$ cat config.mk
export PLATFORM = sky130hd
export DESIGN_NAME = hs_io_port
export DESIGN_NICKNAME = d
export VERILOG_FILES = /design/src/rtl/hs_io_port_pkg.sv /design/src/rtl/hs_sync_fifo.sv /design/src/rtl/hs_io_port.sv
export SDC_FILE = /design/constraint.sdc
export NUM_CORES = 1
export LEC_CHECK = 0
export ABC_AREA = 1
export CORE_MARGIN = 2
export CORE_UTILIZATION = 25
export DETAILED_ROUTE_END_ITERATION = 12
export MAX_ROUTING_LAYER = met4
export PLACE_DENSITY = 0.41
export SETUP_SLACK_MARGIN = 0.05
export SLEW_MARGIN = 30
export SYNTH_ARGS = -nofsm -noshare
export SYNTH_HDL_FRONTEND = slang
export SYNTH_HIERARCHICAL = 1
export SYNTH_SLANG_ARGS = --single-unit
$ cat constraint.sdc
create_clock -name clk -period 2.8 [get_ports clk]
set_input_delay 0.7 -clock clk [delete_from_list [all_inputs] [get_ports clk]]
set_output_delay 0.7 -clock clk [all_outputs]
set_load 0.02 [all_outputs]
$ cat src/rtl/hs_io_port_pkg.sv
// Shared types and default sizing for the buffered four-phase I/O port.
// Both FIFOs and the port top import this package.
package hs_io_port_pkg;

   localparam int DEF_WIDTH       = 8;
   localparam int DEF_DEPTH       = 4;
   localparam int DEF_SYNC_STAGES = 2;

   typedef enum logic {
      RX_IDLE,
      RX_ACK
   } rx_state_t;

   typedef enum logic [1:0] {
      TX_IDLE,
      TX_STROBE,
      TX_RELEASE
   } tx_state_t;

endpackage

$ cat src/rtl/hs_sync_fifo.sv
// Show-ahead synchronous FIFO with registered count/full/empty.
// Pushes while full and pops while empty are ignored.
module hs_sync_fifo
   import hs_io_port_pkg::*;
#(
   parameter int WIDTH = DEF_WIDTH,
   parameter int DEPTH = DEF_DEPTH
) (
   input  logic                         clk,
   input  logic                         rst,
   input  logic                         push,
   input  logic [WIDTH-1:0]             push_data,
   input  logic                         pop,
   output logic [WIDTH-1:0]             head,
   output logic [$clog2(DEPTH+1)-1:0]   count,
   output logic                         full,
   output logic                         empty
);

   localparam int PW = $clog2(DEPTH);
   localparam int CW = $clog2(DEPTH+1);
   localparam logic [CW-1:0] FULL_COUNT = CW'(DEPTH);

   logic [WIDTH-1:0] mem [DEPTH];
   logic [PW-1:0]    wptr;
   logic [PW-1:0]    rptr;
   logic [PW-1:0]    head_ptr;
   logic [CW-1:0]    count_next;
   logic             push_ok;
   logic             pop_ok;

   assign push_ok = push && !full;
   assign pop_ok  = pop && !empty;

   always_comb begin
      count_next = count;
      if (push_ok && !pop_ok) begin
         count_next = count + CW'(1);
      end else if (pop_ok && !push_ok) begin
         count_next = count - CW'(1);
      end
   end

   // When empty, look at the slot just popped so the head holds its last value.
   assign head_ptr = empty ? (rptr - PW'(1)) : rptr;
   assign head     = mem[head_ptr];

   always_ff @(posedge clk or posedge rst) begin
      if (rst) begin
         for (int i = 0; i < DEPTH; i++) begin
            mem[i] <= '0;
         end
         wptr  <= '0;
         rptr  <= '0;
         count <= '0;
         full  <= 1'b0;
         empty <= 1'b1;
      end else begin
         if (push_ok) begin
            mem[wptr] <= push_data;
            wptr      <= wptr + PW'(1);
         end
         if (pop_ok) begin
            rptr <= rptr + PW'(1);
         end
         count <= count_next;
         full  <= (count_next == FULL_COUNT);
         empty <= (count_next == '0);
      end
   end

endmodule

$ cat src/rtl/hs_io_port.sv
// Buffered processor I/O port: core-side FIFO read/write, external-side
// four-phase ready/acknowledge handshake in each direction.
module hs_io_port
   import hs_io_port_pkg::*;
#(
   parameter int WIDTH       = DEF_WIDTH,
   parameter int DEPTH       = DEF_DEPTH,
   parameter int SYNC_STAGES = DEF_SYNC_STAGES
) (
   input  logic                       clk,
   input  logic                       reset,
   input  logic [WIDTH-1:0]           in,
   input  logic                       inDataReady,
   output logic                       inACK,
   output logic [WIDTH-1:0]           out,
   output logic                       outDataReady,
   input  logic                       outACK,
   input  logic                       cpu_wr,
   input  logic [WIDTH-1:0]           cpu_wdata,
   output logic                       tx_full,
   input  logic                       cpu_rd,
   output logic [WIDTH-1:0]           cpu_rdata,
   output logic                       rx_empty,
   output logic [$clog2(DEPTH+1)-1:0] rx_count,
   output logic [$clog2(DEPTH+1)-1:0] tx_count,
   output logic                       tx_overflow
);

   logic [SYNC_STAGES-1:0] ready_sync;
   logic [SYNC_STAGES-1:0] ack_sync;
   logic                   ready_s;
   logic                   ack_s;

   rx_state_t              rx_state;
   tx_state_t              tx_state;

   logic                   rx_full;
   logic                   rx_push;
   logic                   tx_empty;
   logic                   tx_pop;
   logic [WIDTH-1:0]       tx_head;

   always_ff @(posedge clk or posedge reset) begin
      if (reset) begin
         ready_sync <= '0;
         ack_sync   <= '0;
      end else begin
         ready_sync[0] <= inDataReady;
         ack_sync[0]   <= outACK;
         for (int i = 1; i < SYNC_STAGES; i++) begin
            ready_sync[i] <= ready_sync[i-1];
            ack_sync[i]   <= ack_sync[i-1];
         end
      end
   end

   assign ready_s = ready_sync[SYNC_STAGES-1];
   assign ack_s   = ack_sync[SYNC_STAGES-1];

   // Full/empty come from registered counts, so a blocked push retries next cycle.
   assign rx_push = (rx_state == RX_IDLE) && ready_s && !rx_full;
   assign tx_pop  = (tx_state == TX_IDLE) && !tx_empty;

   hs_sync_fifo #(
      .WIDTH (WIDTH),
      .DEPTH (DEPTH)
   ) u_rx_fifo (
      .clk       (clk),
      .rst       (reset),
      .push      (rx_push),
      .push_data (in),
      .pop       (cpu_rd),
      .head      (cpu_rdata),
      .count     (rx_count),
      .full      (rx_full),
      .empty     (rx_empty)
   );

   hs_sync_fifo #(
      .WIDTH (WIDTH),
      .DEPTH (DEPTH)
   ) u_tx_fifo (
      .clk       (clk),
      .rst       (reset),
      .push      (cpu_wr),
      .push_data (cpu_wdata),
      .pop       (tx_pop),
      .head      (tx_head),
      .count     (tx_count),
      .full      (tx_full),
      .empty     (tx_empty)
   );

   always_ff @(posedge clk or posedge reset) begin
      if (reset) begin
         rx_state <= RX_IDLE;
         inACK    <= 1'b0;
      end else begin
         case (rx_state)
            RX_IDLE: begin
               if (ready_s && !rx_full) begin
                  rx_state <= RX_ACK;
                  inACK    <= 1'b1;
               end
            end
            RX_ACK: begin
               if (!ready_s) begin
                  rx_state <= RX_IDLE;
                  inACK    <= 1'b0;
               end
            end
         endcase
      end
   end

   always_ff @(posedge clk or posedge reset) begin
      if (reset) begin
         tx_state     <= TX_IDLE;
         outDataReady <= 1'b0;
         out          <= '0;
      end else begin
         case (tx_state)
            TX_IDLE: begin
               if (!tx_empty) begin
                  tx_state     <= TX_STROBE;
                  out          <= tx_head;
                  outDataReady <= 1'b1;
               end
            end
            TX_STROBE: begin
               if (ack_s) begin
                  tx_state     <= TX_RELEASE;
                  outDataReady <= 1'b0;
               end
            end
            TX_RELEASE: begin
               if (!ack_s) begin
                  tx_state <= TX_IDLE;
               end
            end
            default: begin
               tx_state     <= TX_IDLE;
               outDataReady <= 1'b0;
            end
         endcase
      end
   end

   always_ff @(posedge clk or posedge reset) begin
      if (reset) begin
         tx_overflow <= 1'b0;
      end else if (cpu_wr && tx_full) begin
         tx_overflow <= 1'b1;
      end
   end

endmodule

======== Word level (Yosys, flattened, before mapping) ========
Index checks and enable logic that the tools add are counted.
operators by class
  $add $sub $neg .......................... 10
  order comparisons ....................... 6
  eq/ne operators ......................... 9
  multiplexer cells ....................... 31
  bitwise logic cells ..................... 7
  reductions and logical operators ........ 30
operator list
  kind                 number
  $bwmux 32            2
  $mux 8               6
  $bmux 8 s2           2
  $demux 8 s2          2
  $logic_and 1x1->1    15
  $ge 3x3->1 const B   4
  $mux 3               4
  $not 2->3            4
  $mux 2               5
  $add 2x1->2 const B  4
  $logic_not 1->1      8
  $ne 2x2->1 const B   4
  $add 3x1->3 const B  2
  $eq 3x3->1 const B   2
  $logic_not 3->1      2
  $lt 3x1->1 const B   2
  $mux 1               6
  $pmux 2 s3           1
  $reduce_and 3->1     2
  $sub 3x1->3 const B  2
  $pmux 1 s2           2
  $reduce_and 2->1     2
  $sub 2x1->2 const B  2
  $not 1->1            3
  other kinds (5)      5
storage, ports and cells
  bits in registers ....................... 100
  input port bits ......................... 22
  output and inout bits ................... 27
  word-level logic and storage cells ...... 119

======== Logic depth before layout (Yosys ltp) ========
  word-level depth ........................ 9
  depth in mapped cells ................... 12
  mapped depth without buffers ............ 11

======== Modules after synthesis ========
Netlist, hierarchy kept.
modules (own cells, without submodules)
  module        times used  cells an instance  area an instance (µm²)
  hs_sync_fifo  2           260                2,100.8
  hs_io_port    1           67                 683.2

======== Least setup slack after synthesis ========
OpenSTA, ideal clock, no wires.
  path type ............................... register -> output
  start ................................... register u_rx_fifo.empty
  end ..................................... output cpu_rdata[0]
  arrival ................................. 1,383 ps
  data required time ...................... 2,100 ps
  path slack .............................. 717 ps
  stages on the path, launching flop included .. 5
  path through ............................ dfstp_2 xnor2_2 buf_6 o21ai_0 o21ai_1
between the ends
  cells in the longest elaborated chain, start to end .. 5
ends and longest elaborated chain
  element                                     RTL line            text
  from (decl)                                 hs_sync_fifo.sv:17  output logic empty
  from (signal assigned)                      hs_sync_fifo.sv:68  empty <= (count_next == '0);
  $mux 2                                      hs_sync_fifo.sv:45  assign head_ptr = empty ? (rptr - PW'(1)) : rptr;
  $not 2->3 (not written as such)             hs_sync_fifo.sv:46  assign head = mem[head_ptr];
  $bmux 8 s2                                  hs_sync_fifo.sv:46
  $mux 8 (not written as such) (2 in series)  hs_sync_fifo.sv:46
  to (decl)                                   hs_io_port.sv:22    output logic [WIDTH-1:0] cpu_rdata,
No other way between the ends. The select of a mux whose other input is x is not followed.

======== Worst setup path in the final report ========
  start ................................... register u_rx_fifo.empty
  end ..................................... output cpu_rdata[1]
Same word-level chain as after synthesis.

==> key figures <==
Outcome
  • Status: finished clean

Critical path
  • Crit path DAT: 1.90 ns
  • Worst setup SP type: flip-flop
  • Max FO, Critical Path: 32
  • Critical path type: flip-flop to output port
  • R2R Setup Slk: between 0.8 and 0.9 ns
  • RR Startpoint: u_tx_fifo/empty$_DFF_PP1_
  • FF-to-FF End: u_tx_fifo/empty$_DFF_PP1_
  • Required @ worst endpoint: ~2.1 ns
  • Reg2Reg Depth: 11
  • Setup crit end kind: output port

Final layout
  • Commonest cells after routing, fill and taps aside: nand2_1, dfrtp_1, inv_1
  • Antenna cells: 0
  • Share of layout cells above drive strength 1: 0.0780
  • # fillers: around 2100
  • # nets final: 670
  • Commonest non-fill, non-tap cell in the layout: nand2_1
  • Area Growth Syn to Fin: 21.1%

Yosys
  • Synth area leaders: dfrtp_1, nand2_1, o21ai_0, inv_1, o21ai_1
  • Synthesized area per cell: 8.32 um2
  • Gate Count Post-Synth: a little under 600
  • Register area share after synthesis: 0.513
  • Top cell type's share of synthesized area: 0.502
  • Cell area after synthesis: 0.00488 mm2
  • Total number of yosys warnings: 6
  • Post-Synthesis Net Count: between 600 and 700
  • Yosys top cell by area: dfrtp_1
  • Seq cells post-synth: 100
  • Post-synthesis cell type count: 26

Floorplanning
  • Initial core utilization: 0.253
  • I/O Pins: a little under 50
  • Die height: 144 um
  • Row cnt: 51
  • DIE AREA: 0.0207 mm2
  • Chip width: 144 um
  • Core area: 0.0193 mm2

Clock network
  • CTS tree: done
  • Worst-path clk slew: 0.07 ns
  • H-tree depth reported by CTS: 3
  • Clock Latency Late Sink: 0.35 ns
  • Max Root-Sink Buffers: 2
  • Hold_buf cts: 0
  • Root buf cell: clkbuf_16
  • Number of setup buffers added after CTS: 0
  • CTS Buf Count: 9
  • Clock Sinks: 100

Flow run
  • # Max-Cap Violations: 0

STA
  • Hold Slack: 0.352 ns
  • Relative slew slack: 0.532
  • Max Freq: roughly 380 MHz
  • Minimum clock period: around 2.6 ns
  • Hold Fails Final Rpt: 0
  • Fin. max-slew vios: 0
  • RSZ-0062 raised after global routing: false
  • Setup_tns: 0 ns
  • Setup Skew: 0.00803 ns
  • Actual slew at the worst max-slew pin: between 0.7 and 0.8 ns
  • Final setup violation count: 0
  • Final period util: 0.930

Power and ir drop
  • Int Power: around 4300 uW
  • Part of the power in combinational logic: 0.478
  • Clock power frac: 0.180
  • Pwr dens: ~1300 mW/mm2
  • Leak Pwr: 0.00295 uW
  • Sw frac: 0.422
  • VDD IR-drop max: approximately 0.33 mV
  • Sequential Power Share: 0.342
  • Psw: approximately 3200 uW

GRT
  • Gr usage total: 0.116
  • Vias in the first global route: 3545
  • GRT Residual Overflow: 0
  • Largest net degree at the start of global routing: 42
  • Antenna violations before repair: 0
  • First-pass GRT wire length: approximately 18000 um

Detailed routing
  • Avg Vias per Cell: around 4.2
  • WL/cell: between 10 and 15 um
  • Post-route ant nets: 0
  • DRT Pass-1 Iters: 5
  • Initial DRC Count: just under 200
  • Final WL: roughly 11000 um
  • DRC: 0
  • Detailed-route via count: between 3000 and 4000

Hold path
  • Hold Crit Depth: 0
  • Hold EP: ack_sync[1]$_DFF_PP0_
  • Worst Hold Class: flip-flop to flip-flop
  • Hold_sp: ack_sync[0]$_DFF_PP0_

Place
  • Dpl hpwl: roughly 7600 um
  • Final RePlAce weighted congestion: around 0.75
  • Port bufs: 48
[worst max-delay path by stage]
stage | start | end | slack, ns
2_1_floorplan | u_rx_fifo/empty$_DFF_PP1_ | cpu_rdata[0] | 0.72
3_3_place_gp | u_rx_fifo/empty$_DFF_PP1_ | cpu_rdata[3] | 0.27
3_5_place_dp | u_rx_fifo/empty$_DFF_PP1_ | cpu_rdata[3] | 0.25
4_1_cts | u_rx_fifo/empty$_DFF_PP1_ | cpu_rdata[3] | 0.14
5_1_grt | u_rx_fifo/empty$_DFF_PP1_ | cpu_rdata[4] | 0.06
6_report | u_rx_fifo/empty$_DFF_PP1_ | cpu_rdata[1] | 0.20
[worst max-delay path, cell delays in order, from the launching register on]
cell and delay (ns):
dfstp_2 0.58, xnor2_2 0.14, buf_12 0.20, nand2_1 0.06, o21ai_1 0.07, nand2_1 0.06, o21ai_1 0.08, dlygate4sd2_1 0.35
[sequential cells by signal, indices dropped and copies added (netlist names), 2 cells and up]
register / flops
u_rx_fifo/mem: 32
u_tx_fifo/mem: 32
out: 8
u_rx_fifo/count: 3
u_tx_fifo/count: 3
ack_sync: 2
ready_sync: 2
tx_state: 2
u_rx_fifo/rptr: 2
u_rx_fifo/wptr: 2
u_tx_fifo/rptr: 2
u_tx_fifo/wptr: 2
[final cells by class]
cell class              count  area [um2]  share of cell area
repair buffers             57         551              0.0930
well taps                 265         332              0.0560
inverters                  89         338              0.0571
multi-input cells         379        1870               0.316
clock buffers              12         246              0.0417
flip-flops and latches    100        2500               0.423
clock inverters             4        73.8              0.0125
[kinds of logic after synthesis]
| group | synth area share |
|---|---|
| buf+inv | 0.104 |
| flops | 0.513 |
| xor+xnor | 0.0210 |
| fa+ha+maj | 0.0307 |
| simple gates | 0.202 |
| compound gates | 0.130 |
[synth_stat cells (all sizes together)]
cell      n
a21o      1
o21ai   117
a21oi     3
clkinv    3
clkbuf    4
nand3b    2
ha       12
buf      15
nor2     18
xnor2     6
inv      86
nand3    21
dfstp     2
xor2      4
nand2   195
dfrtp    98
[power by group through the flow]
stage               sequential [uW]  clock (uW)  combinational (uW)
floorplan                      2620           0                2650
global placement               2570           0                3670
detailed placement             2590           0                3750
CTS                            2570        1420                3650
global route                   2660        1470                4110
finish                         2560        1350                3590
[what timing repair did]
action | CTS | global route
endpoints found under the setup margin | 8 | 8
gates cloned | 0 | 0
resized for setup | 8 | 1
[layer usage]
| layer | vias to the layer above | track usage | routed length [um] |
|---|---|---|---|
| met5 | - | - | 0 |
| met4 | 0 | 0.0341 | 118 |
| met3 | 11 | 0.0330 | 449 |
| met2 | 70 | 0.186 | 5330 |
| met1 | 1784 | 0.143 | 4960 |
| li1 | 1919 | - | - |
[per-stage QoR]
| stage | cells | area (um2) | util | total power, uW | worst slack, ns |
|---|---|---|---|---|---|
| floorplan | 587 | 4880 | - | 5270 | 0.717 |
| global placement | 890 | 5610 | 0.290 | 6240 | 0.268 |
| detailed placement | 890 | 5610 | 0.290 | 6340 | 0.249 |
| CTS | 906 | 5920 | 0.306 | 7640 | 0.140 |
| global route | 906 | 5920 | 0.306 | 8240 | 0.0609 |
| finish | 906 | 5920 | 0.306 | 7500 | 0.196 |
Note: power is estimated with default switching activity, not from simulation.
